### src/rtl/bus_dtack_responder_if.sv
// 68k bus-side handshake pins shared by a bus master and the DTACK responder.
// The master drives the strobes and the responder drives the DTACK/BERR pad levels and enables.
interface bus_dtack_responder_if;
    logic nAs;
    logic nUds;
    logic nLds;
    logic rw;
    logic nDtack;
    logic dtackOe;
    logic nBerr;
    logic berrOe;

    modport master (
        output nAs, nUds, nLds, rw,
        input  nDtack, dtackOe, nBerr, berrOe
    );

    modport slave (
        input  nAs, nUds, nLds, rw,
        output nDtack, dtackOe, nBerr, berrOe
    );
endinterface

### src/rtl/bus_dtack_responder.sv
// Slave end of the 68k asynchronous bus handshake: answers a selected access with DTACK
// after a tunable number of MCCLK falling edges, or with BERR when the device never gets ready.
module bus_dtack_responder #(
    parameter int RELEASE_CYCLES = 4,
    parameter int TIMEOUT        = 64
) (
    input  logic                        i_sysclk,
    input  logic                        i_reset,
    input  logic                        i_mcclkRising,
    input  logic                        i_mcclkFalling,
    input  logic                        i_select,
    input  logic                        i_ready,
    input  logic [3:0]                  i_waitStates,
    output logic                        o_accessStart,
    output logic                        o_accessWrite,
    output logic [1:0]                  o_byteEn,
    output logic                        o_accessAbort,
    bus_dtack_responder_if.slave        io_bus
);

    typedef enum logic [2:0] {
        ST_IDLE,
        ST_WAIT,
        ST_ASSERT,
        ST_BERR,
        ST_RELEASE
    } state_t;

    localparam logic [7:0] TIMEOUT_LIM  = 8'(TIMEOUT);
    localparam logic [7:0] RELEASE_LAST = 8'(RELEASE_CYCLES - 1);

    state_t     r_state;
    logic [1:0] r_asSync;
    logic [1:0] r_udsSync;
    logic [1:0] r_ldsSync;
    logic [1:0] r_rwSync;
    logic [3:0] r_wsCnt;
    logic [7:0] r_toCnt;
    logic [7:0] r_relCnt;
    logic       r_accessStart;
    logic       r_accessAbort;
    logic       r_accessWrite;
    logic [1:0] r_byteEn;
    logic       r_nDtack;
    logic       r_dtackOe;
    logic       r_nBerr;
    logic       r_berrOe;

    logic       w_sAs;
    logic       w_sUds;
    logic       w_sLds;
    logic       w_sRw;
    logic [3:0] w_wsNext;
    logic [7:0] w_toNext;

    always_ff @(posedge i_sysclk) begin
        if (i_reset) begin
            r_asSync  <= 2'b11;
            r_udsSync <= 2'b11;
            r_ldsSync <= 2'b11;
            r_rwSync  <= 2'b11;
        end else begin
            r_asSync  <= {r_asSync[0], io_bus.nAs};
            r_udsSync <= {r_udsSync[0], io_bus.nUds};
            r_ldsSync <= {r_ldsSync[0], io_bus.nLds};
            r_rwSync  <= {r_rwSync[0], io_bus.rw};
        end
    end

    assign w_sAs  = r_asSync[1];
    assign w_sUds = r_udsSync[1];
    assign w_sLds = r_ldsSync[1];
    assign w_sRw  = r_rwSync[1];

    // Counts include a falling edge seen this cycle, so DTACK/BERR can fire on that very edge.
    assign w_wsNext = (i_mcclkFalling && (r_wsCnt != 4'hF)) ? r_wsCnt + 4'd1 : r_wsCnt;
    assign w_toNext = (i_mcclkFalling && (r_toCnt != 8'hFF)) ? r_toCnt + 8'd1 : r_toCnt;

    always_ff @(posedge i_sysclk) begin
        if (i_reset) begin
            r_state       <= ST_IDLE;
            r_wsCnt       <= 4'd0;
            r_toCnt       <= 8'd0;
            r_relCnt      <= 8'd0;
            r_accessStart <= 1'b0;
            r_accessAbort <= 1'b0;
            r_accessWrite <= 1'b0;
            r_byteEn      <= 2'b00;
            r_nDtack      <= 1'b1;
            r_dtackOe     <= 1'b0;
            r_nBerr       <= 1'b1;
            r_berrOe      <= 1'b0;
        end else begin
            r_accessStart <= 1'b0;
            r_accessAbort <= 1'b0;
            case (r_state)
                ST_IDLE: begin
                    if (!w_sAs && (!w_sUds || !w_sLds) && i_select) begin
                        r_accessStart <= 1'b1;
                        r_accessWrite <= ~w_sRw;
                        r_byteEn      <= {~w_sUds, ~w_sLds};
                        r_wsCnt       <= 4'd0;
                        r_toCnt       <= 8'd0;
                        r_state       <= ST_WAIT;
                    end
                end
                ST_WAIT: begin
                    r_wsCnt <= w_wsNext;
                    r_toCnt <= w_toNext;
                    if (w_sAs) begin
                        r_accessAbort <= 1'b1;
                        r_accessWrite <= 1'b0;
                        r_byteEn      <= 2'b00;
                        r_state       <= ST_IDLE;
                    end else if ((w_wsNext >= i_waitStates) && i_ready) begin
                        r_nDtack  <= 1'b0;
                        r_dtackOe <= 1'b1;
                        r_state   <= ST_ASSERT;
                    end else if (w_toNext >= TIMEOUT_LIM) begin
                        r_nBerr  <= 1'b0;
                        r_berrOe <= 1'b1;
                        r_state  <= ST_BERR;
                    end
                end
                ST_ASSERT: begin
                    if (w_sAs) begin
                        r_nDtack <= 1'b1;
                        r_relCnt <= 8'd0;
                        r_state  <= ST_RELEASE;
                    end
                end
                ST_BERR: begin
                    if (w_sAs) begin
                        r_nBerr  <= 1'b1;
                        r_relCnt <= 8'd0;
                        r_state  <= ST_RELEASE;
                    end
                end
                ST_RELEASE: begin
                    // Active negation: whichever pad was asserted is held high before letting go.
                    if (r_relCnt == RELEASE_LAST) begin
                        r_dtackOe     <= 1'b0;
                        r_berrOe      <= 1'b0;
                        r_accessWrite <= 1'b0;
                        r_byteEn      <= 2'b00;
                        r_state       <= ST_IDLE;
                    end else begin
                        r_relCnt <= r_relCnt + 8'd1;
                    end
                end
                default: r_state <= ST_IDLE;
            endcase
        end
    end

    assign o_accessStart = r_accessStart;
    assign o_accessAbort = r_accessAbort;
    assign o_accessWrite = r_accessWrite;
    assign o_byteEn      = r_byteEn;

    // Pads float as soon as reset is seen, without waiting for the registers to clear.
    assign io_bus.nDtack  = r_nDtack;
    assign io_bus.dtackOe = r_dtackOe && !i_reset;
    assign io_bus.nBerr   = r_nBerr;
    assign io_bus.berrOe  = r_berrOe && !i_reset;

    assert property (@(posedge i_sysclk) disable iff (i_reset) !(i_mcclkRising && i_mcclkFalling));

endmodule

### src/flat_wrapper.sv
// flat-port wrapper written by rule: the top's interface ports become plain ports
module bus_dtack_responder_flat 
#(
    parameter int RELEASE_CYCLES = 4,
    parameter int TIMEOUT        = 64
)
  (i_sysclk, i_reset, i_mcclkRising, i_mcclkFalling, i_select, i_ready, i_waitStates, o_accessStart, o_accessWrite, o_byteEn, o_accessAbort, io_bus_nAs, io_bus_nUds, io_bus_nLds, io_bus_rw, io_bus_nDtack, io_bus_dtackOe, io_bus_nBerr, io_bus_berrOe);
  bus_dtack_responder_if io_bus_i ();
  input  logic i_sysclk;
  input  logic i_reset;
  input  logic i_mcclkRising;
  input  logic i_mcclkFalling;
  input  logic i_select;
  input  logic i_ready;
  input  logic [3:0] i_waitStates;
  output logic o_accessStart;
  output logic o_accessWrite;
  output logic [1:0] o_byteEn;
  output logic o_accessAbort;
  input wire logic [$bits(io_bus_i.nAs)-1:0] io_bus_nAs;
  input wire logic [$bits(io_bus_i.nUds)-1:0] io_bus_nUds;
  input wire logic [$bits(io_bus_i.nLds)-1:0] io_bus_nLds;
  input wire logic [$bits(io_bus_i.rw)-1:0] io_bus_rw;
  output wire logic [$bits(io_bus_i.nDtack)-1:0] io_bus_nDtack;
  output wire logic [$bits(io_bus_i.dtackOe)-1:0] io_bus_dtackOe;
  output wire logic [$bits(io_bus_i.nBerr)-1:0] io_bus_nBerr;
  output wire logic [$bits(io_bus_i.berrOe)-1:0] io_bus_berrOe;
  assign io_bus_i.nAs = io_bus_nAs;
  assign io_bus_i.nUds = io_bus_nUds;
  assign io_bus_i.nLds = io_bus_nLds;
  assign io_bus_i.rw = io_bus_rw;
  assign io_bus_nDtack = io_bus_i.nDtack;
  assign io_bus_dtackOe = io_bus_i.dtackOe;
  assign io_bus_nBerr = io_bus_i.nBerr;
  assign io_bus_berrOe = io_bus_i.berrOe;
  bus_dtack_responder #(.RELEASE_CYCLES(RELEASE_CYCLES), .TIMEOUT(TIMEOUT)) u_core (.i_sysclk(i_sysclk), .i_reset(i_reset), .i_mcclkRising(i_mcclkRising), .i_mcclkFalling(i_mcclkFalling), .i_select(i_select), .i_ready(i_ready), .i_waitStates(i_waitStates), .o_accessStart(o_accessStart), .o_accessWrite(o_accessWrite), .o_byteEn(o_byteEn), .o_accessAbort(o_accessAbort), .io_bus(io_bus_i));
endmodule
### config.mk
export PLATFORM = sky130hd
export DESIGN_NAME = bus_dtack_responder_flat
export DESIGN_NICKNAME = d
export VERILOG_FILES = /design/src/rtl/bus_dtack_responder_if.sv /design/src/rtl/bus_dtack_responder.sv /design/src/flat_wrapper.sv
export SDC_FILE = /design/constraint.sdc
export NUM_CORES = 1
export LEC_CHECK = 0
export BUFFER_PORTS_ARGS = -buffer_cell sky130_fd_sc_hd__buf_2
export CAP_MARGIN = 20
export CORE_ASPECT_RATIO = 1.2
export CORE_MARGIN = 1.5
export CORE_UTILIZATION = 49
export DETAILED_ROUTE_END_ITERATION = 12
export PLACE_DENSITY_LB_ADDON = 0.05
export SYNTH_ARGS = -nofsm -noshare
export SYNTH_HDL_FRONTEND = slang
export SYNTH_SLANG_ARGS = --single-unit
### constraint.sdc
create_clock -name i_sysclk -period 4.3 [get_ports i_sysclk]
set_input_delay 0.86 -clock i_sysclk [delete_from_list [all_inputs] [get_ports i_sysclk]]
set_output_delay 0.86 -clock i_sysclk [all_outputs]
set_load 0.02 [all_outputs]
==> results of run 1 <==
[power by group]
part | internal, mW | switching [mW] | total [mW]
combinational | 0.0122 | 0.0179 | 0.0301
clock | 0.175 | 0.138 | 0.313
sequential | 0.374 | 0.00280 | 0.377
total | 0.561 | 0.159 | 0.720
[worst paths after layout]
| path | start | endpoint | slack (ps) | cells after the start |
|---|---|---|---|---|
| setup / recovery | i_mcclkFalling | u_core.r_berrOe | 1760 | 9 |
| hold / removal | u_core.r_udsSync[0] | u_core.r_udsSync[1] | 410 | 1 |
| setup reg to reg | u_core.r_wsCnt[0] | u_core.r_berrOe | 1780 | 10 |
| hold reg to reg | u_core.r_udsSync[0] | u_core.r_udsSync[1] | 410 | 1 |
[through the flow]
| stage | power (mW) | setup slack, ps | instance area (µm²) | hold WS [ps] | utilization |
|---|---|---|---|---|---|
| floorplan | 0.405 | 1840 | 1950 | 389 | - |
| global placement | 0.415 | 1500 | 2080 | 392 | 0.558 |
| detailed placement | 0.416 | 1470 | 2080 | 392 | 0.558 |
| CTS | 0.730 | 1790 | 2190 | 412 | 0.589 |
| global route | 0.749 | 1590 | 2190 | 435 | 0.589 |
| finish | 0.720 | 1760 | 2190 | 410 | 0.589 |
[flip-flops by register name, summed over array words and instances (netlist names)]
name,cells
u_core.io_bus.nDtack,1
u_core.r_udsSync,2
u_core.r_ldsSync,2
u_core.r_state,3
u_core.r_toCnt,8
u_core.r_rwSync,2
u_core.o_accessWrite,1
u_core.o_byteEn,2
u_core.r_berrOe,1
u_core.o_accessAbort,1
u_core.r_wsCnt,4
u_core.io_bus.nBerr,1
u_core.o_accessStart,1
u_core.r_relCnt,8
u_core.r_asSync,2
u_core.r_dtackOe,1
[synth_stat cells, types with 2 or more instances]
cell type	number	area share
a2111oi_0	2	0.0090
a21oi_1	10	0.026
a21oi_2	3	0.013
a31oi_1	2	0.0064
and3_1	6	0.019
buf_2	2	0.0051
clkbuf_1	4	0.0077
dfxtp_1	40	0.41
ha_1	7	0.045
inv_1	8	0.015
mux2_2	4	0.023
mux2i_1	2	0.010
nand2_1	16	0.031
nand3_1	8	0.021
nand3b_1	3	0.012
nand4_1	9	0.029
nor2_1	27	0.052
nor2b_1	6	0.019
nor3_1	9	0.023
nor4_1	2	0.0064
nor4b_1	2	0.0090
o211a_1	2	0.010
o21ai_0	2	0.0051
o21ai_1	2	0.0051
o31ai_1	2	0.0077
or2_2	8	0.026
or3b_1	2	0.0090
xor2_1	9	0.040
[layout make-up]
cell class              count  area [µm²]
multi-input cells         163        1080
inverters                   8        30.0
well taps                  52        65.1
flip-flops and latches     40         801
fillers                   364        1530
clock inverters             3        46.3
repair buffers             21         105
clock buffers               5        68.8
[kinds of logic after synthesis]
family,after synthesis
and+or+nand+nor,106
DFF,40
xor gates and xnor gates,9
AOI/OAI and AO/OA,33
adders and majority gates,7
muxes,8
buffers and inverters,16
[critical path: cells and delay by family]
kind | cells | cell delay (ps)
buf+inv | 1 | 140
simple gates | 2 | 480
compound gates | 4 | 750
fa+ha+maj | 1 | 180
mux | 1 | 360
[layout by cell type (no fill, tap or decap), types with 9 or more instances in the layout]
cell type   n
nand4_1     9
nor2_1     27
buf_2      21
nand2_1    16
xor2_1      9
dfxtp_1    40
nor3_1      9
a21oi_1    10
[layer usage]
layer / global-route usage / vias up
met5: 0 / -
met4: 0.0821 / 0
met1: 0.199 / 752
li1: - / 821
met3: 0.0499 / 7
met2: 0.360 / 19
==> impl_summary.log, run 1 <==
[metrics] max-cap viol count: 0
[metrics] multiplexer share of the synthesized area: 0.0468
[metrics] final non-filler cell total: 292
[metrics] maximum number of buffers from clock root to sink: 2
[metrics] Most used DFF post-synth: dfxtp_1
[metrics] height of the die: 72.1 µm
[metrics] antenna diode instance count: 0
[metrics] Syn Std Cell Area: 1950 µm²
[metrics] final worst-path cycle share: 0.590
[metrics] cell at the slowest stage of the critical path: mux2_2
[metrics] final wirelength: 3.77 mm
[metrics] clock insertion delay at the later pin of the skew report: 300 ps
[metrics] met2 routed wirelength: 2.01 mm
[metrics] FMAX: 394 MHz
[metrics] number of distinct library cells after synthesis: 48
[metrics] unrepaired setup endpoints after global routing: false
[metrics] DP HPWL: 2.72 mm
[metrics] number of synthesized flops with an enable pin: 0
[metrics] post-CTS setup-driven buffer insertion count: 0
[metrics] final max-slew violation count: 0
[metrics] Post-Route M1 WL: 1.58 mm
[metrics] CP startpoint kind: primary input
[metrics] Leak: 0.919 nW
[metrics] fraction of layout cells with a size suffix above 1: 0.208
[metrics] global-route wire length before repair: 6.58 mm
[metrics] CTS tree: yes
[metrics] total setup violations reported at the end of the flow: 0
[metrics] clk_skew: 8.19 ps
[metrics] drt first-iter violations: 66
[metrics] total congestion overflow after global routing: 0
[metrics] total negative slack: 0 ps
[metrics] asr flop ratio synth: 0
[metrics] TritonRoute pass-1 iters: 4
[metrics] Highest Signal Layer: met4
[metrics] stage delay of the slowest cell on the critical path: 360 ps
[metrics] Critical Path, Cell by Cell: buf_2 > nand2_1 > mux2_2 > ha_1 > a21o_1 > a31oi_1 > o21ai_0 > or3_1 > a21oi_2
[metrics] die area: 4370 µm²
[metrics] number of instances in the placed design: 284
[metrics] initial antenna violation count: 0
[metrics] maximum vdd ir drop: 0.259 mV
[metrics] number of levels in the clock H-tree: 2
[metrics] transition time of the tightest slew-check pin: 530 ps
[metrics] standard cell core area: 3720 µm²
[metrics] number of warnings reported in the yosys synthesis log: 0
[metrics] P&R area growth vs syn: 12.4%
[metrics] path type of the worst min-delay path: flop to flop
[metrics] Critical Path End Type: flop
[metrics] via-per-instance ratio: 5.48
[metrics] routed length on met3: 109 µm
[metrics] largest family of logic cells by synthesized area: simple AND/OR/NAND/NOR gates
[metrics] initial core utilization: 0.524
[metrics] average routed wire per standard cell: 12.9 µm
[metrics] syn nets: 240
[metrics] cell at the root of the clock tree: clkbuf_8
[metrics] final routed DRC violation total: 0
[metrics] clock slew at the register clock pins of the worst setup and hold paths: 80 ps
[metrics] NumNets Final: 260
[metrics] sink count of the clock tree: 40
[metrics] x dimension of the die: 60.6 µm
[metrics] average instance area after synthesis: 8.91 µm²
[metrics] final-report hold violation count: 0
[metrics] IO Pins: 23
[metrics] flip-flop and latch count after synthesis: 40
[metrics] Critical Path AT: 2770 ps
[metrics] compound-gate portion of the synthesized area: 0.120
[metrics] TritonCTS Buffers: 5
[metrics] simple logic cell fraction of the synthesized area: 0.300
[metrics] critical path data required time: 4540 ps
[metrics] ANT nets after route: 0
[metrics] Row Count: 24
[metrics] number of cells produced by synthesis: 219
[metrics] power density over the cells: 328 nW/µm²
[metrics] maximum number of pins on one net before global-route repair: 33
[metrics] status: complete, no violations
[metrics] minimum period implied by the final worst setup slack: 2540 ps
[metrics] total via count in the routed design: 1,599
[metrics] number of gates resized after CTS: 0
[metrics] area share of xor/xnor cells in the synthesized design: 0.0404
[metrics] category of the critical setup timing path: primary input to flop
[metrics] share of the yosys chip area belonging to registers: 0.411
[metrics] largest driver fanout on the critical path: 5
[metrics] PortBufs: 21
[metrics] number of global-route vias before repair: 1,603
[metrics] global-route usage over all layers: 0.194
[metrics] post-cts hold buffer count: 0
[metrics] max-slew headroom at the worst pin: 0.642
[metrics] post-synthesis share of cell area spent on full adders, half adders and majority gates: 0.0449
[metrics] routability congestion estimate from global placement: 0.773
Power figures use the tool's default switching activity.
==> run 2, diff against run 1 <==
Clock period 4.3 ns to 2.6 ns, I/O delays scaled along.
==> run 2 against run 1 <==
Compared with the run above:
- core utilization shrank 0.20 points
- die area is the same
- clock skew shrank 3.1 ps
- largest power group unchanged
- first-iteration DRC count grew 41%
- global-route usage shrank 0.23 points
- final cell count grew 0.68%
- critical path depth grew 1
- power grew 51%
- worst setup slack lost 1600 ps
- worst hold slack lost 6.8 ps
- sequential cell count is the same
==> impl_summary.log, run 2 (same netlist as run 1, synthesis figures left out) <==
[metrics] NumNets Final: 262 (+0.77%)
[metrics] CP startpoint kind: flop
[metrics] initial core utilization: 0.524 (unchanged)
[metrics] status: complete, no violations
[metrics] hold path startpoint: io_bus_rw
[metrics] fraction of layout cells with a size suffix above 1: 0.215 (+0.00654)
[metrics] routability congestion estimate from global placement: 0.786 (+1.6%)
[metrics] cell at the root of the clock tree: clkbuf_8
[metrics] footprint of the multi-input gates: 1080 µm² (unchanged)
[metrics] category of the critical setup timing path: flop to flop
[metrics] final worst-path cycle share: 0.951
[metrics] total congestion overflow after global routing: 0 (unchanged)
[metrics] x dimension of the die: 60.6 µm (unchanged)
[metrics] final max-slew violation count: 0 (unchanged)
[metrics] height of the die: 72.1 µm (unchanged)
[metrics] commonest non-fill, non-tap cell in the layout: dfxtp_1
[metrics] transition time of the tightest slew-check pin: 500 ps (-29.7 ps)
[metrics] post-cts hold buffer count: 0 (unchanged)
[metrics] unrepaired setup endpoints after global routing: false
[metrics] FMAX: 404 MHz
[metrics] final-report hold violation count: 0 (unchanged)
[metrics] total setup violations reported at the end of the flow: 0 (unchanged)
[metrics] ANT nets after route: 0 (unchanged)
[metrics] worst-case register-to-register setup slack: 130 ps (-1650 ps)
[metrics] via-per-instance ratio: 5.39 (-1.5%)
[metrics] post-CTS setup-driven buffer insertion count: 0 (unchanged)
[metrics] worst reg2reg startpoint: u_core.r_wsCnt[0]
[metrics] FF-to-FF path depth: 10 (unchanged)
[metrics] Critical Path AT: 2700 ps (-70 ps)
[metrics] initial antenna violation count: 0 (unchanged)
[metrics] Row Count: 24 (unchanged)
[metrics] P&R area growth vs syn: 12.0%
[metrics] max-cap viol count: 0 (unchanged)
[metrics] global-route wire length before repair: 6.54 mm (-0.62%)
[metrics] path type of the worst min-delay path: primary input to flop
[metrics] final routed DRC violation total: 0 (unchanged)
[metrics] clock insertion delay at the later pin of the skew report: 290 ps (about the same)
[metrics] sink count of the clock tree: 40 (unchanged)
[metrics] CTS tree: yes
[metrics] Critical Path End Type: flop
[metrics] minimum period implied by the final worst setup slack: 2470 ps
[metrics] clk_skew: 5.10 ps (-3.09 ps)
[metrics] maximum number of buffers from clock root to sink: 2 (unchanged)
[metrics] global-route usage over all layers: 0.192 (-0.00231)
[metrics] total non-filler cell area in the finished layout: 2180 µm² (-0.34%)
[metrics] registers with the most flip-flops: u_core.r_relCnt x8, u_core.r_toCnt x8, u_core.r_wsCnt x4
[metrics] cell depth of the worst min-delay path: 2 (+1)
[metrics] Storage cell area: 801 µm² (unchanged)
[metrics] clock slew at the register clock pins of the worst setup and hold paths: 80 ps (about the same)
[metrics] maximum number of pins on one net before global-route repair: 25 (-24%)
[metrics] endpoint with the worst hold slack: u_core.r_rwSync[0]
[metrics] critical path data required time: 2830 ps (-1710 ps)
[metrics] die area: 4370 µm² (unchanged)
[metrics] antenna diode instance count: 0 (unchanged)
[metrics] most used cells in the layout excluding fill and tap cells: 40 x dfxtp_1, 27 x nor2_1, 21 x buf_2
[metrics] DP HPWL: 2.73 mm (+0.46%)
[metrics] power density over the cells: 497 nW/µm² (+51%)
[metrics] final wirelength: 3.64 mm (-3.3%)
[metrics] PortBufs: 21 (unchanged)
[metrics] TritonRoute pass-1 iters: 4 (unchanged)
[metrics] instance area after placement: 2090 µm² (+0.72%)
[metrics] largest driver fanout on the critical path: 4 (-1)
[metrics] total via count in the routed design: 1,586 (-0.81%)
[metrics] total negative slack: 0 ps (unchanged)
[metrics] drt first-iter violations: 93 (+41%)
[metrics] max-slew headroom at the worst pin: 0.662 (+0.0201)
[metrics] TritonCTS Buffers: 5 (unchanged)
[metrics] standard cell core area: 3720 µm² (unchanged)
[metrics] average routed wire per standard cell: 12.4 µm (-4.0%)
[metrics] fillcell total: 361 (-0.82%)
[metrics] number of global-route vias before repair: 1,554 (-3.1%)
[metrics] Leak: 0.915 nW (-0.46%)
[metrics] IO Pins: 23 (unchanged)
[metrics] reg-to-reg endpoint: u_core.r_berrOe
[metrics] number of levels in the clock H-tree: 2 (unchanged)
[metrics] maximum vdd ir drop: 0.367 mV (+42%)
run 2: changes by cell type in the layout (fill, tap and decap cells not counted), sizes merged:
cell,delta
buf,+2
bufinv,-1
clkinv,+1
clkinvlp,+1
inv,-1
run 2: stage by stage:
| stage | cells | total power [mW] | worst slack (ps) | util | hold WS [ps] |
|---|---|---|---|---|---|
| after floorplan | 219 | 0.670 | 355 | - | 389 |
| after global placement | 286 | 0.688 | 142 | 0.562 | 392 |
| after detailed placement | 286 | 0.690 | 121 | 0.562 | 392 |
| after CTS | 294 | 1.10 | 89.6 | 0.587 | 396 |
| after global routing | 294 | 1.14 | 11.0 | 0.587 | 399 |
| final | 294 | 1.09 | 128 | 0.587 | 403 |
run 2: layout make-up:
class / count / share of cell area
multi-input combinational: 163 / 0.493
sequential: 40 / 0.367
timing repair buffer: 23 / 0.0550
clock buffer: 5 / 0.0315
tap: 52 / 0.0298
inverter: 8 / 0.0137
clock inverter: 3 / 0.0109
run 2: worst max path at each step:
stage | startpoint | end | cells past startpoint
after floorplan | u_core.r_wsCnt[0] | u_core.r_berrOe | 10
final | u_core.r_wsCnt[0] | u_core.r_berrOe | 10
after detailed placement | i_mcclkFalling | u_core.r_berrOe | 9
after CTS | u_core.r_wsCnt[0] | u_core.r_berrOe | 10
after global routing | u_core.r_wsCnt[0] | u_core.r_berrOe | 10
after global placement | i_mcclkFalling | u_core.r_berrOe | 9
run 2: per-layer routing:
metal	vias up	part of all wire	global-route usage
met1	740	0.45	0.223
met4	0	0.015	0.0652
met5	-	0	0
li1	824	-	-
met2	15	0.51	0.339
met3	7	0.023	0.0428
run 2: what timing repair did:
action,4_1_cts,5_1_grt
endpoints found under the setup margin,0,1
gates resized for setup,0,1
hold endpoints to repair,0,0
run 2: power breakdown:
part / leakage, nW / total, mW / switching (mW) / internal, mW
combinational: 0.551 / 0.0519 / 0.0304 / 0.0215
sequential: 0.324 / 0.623 / 0.00373 / 0.619
clock: 0.0404 / 0.412 / 0.222 / 0.190
run 2: worst max-delay path, stage by stage (launching register included):
cell and delay (ps):
dfxtp_1 390, ha_1 210, nand3_1 80, nand2_1 130, mux2_2 360, ha_1 180, a21o_1 150, a31oi_1 270
o21ai_1 170, or3_1 340, a21oi_2 110
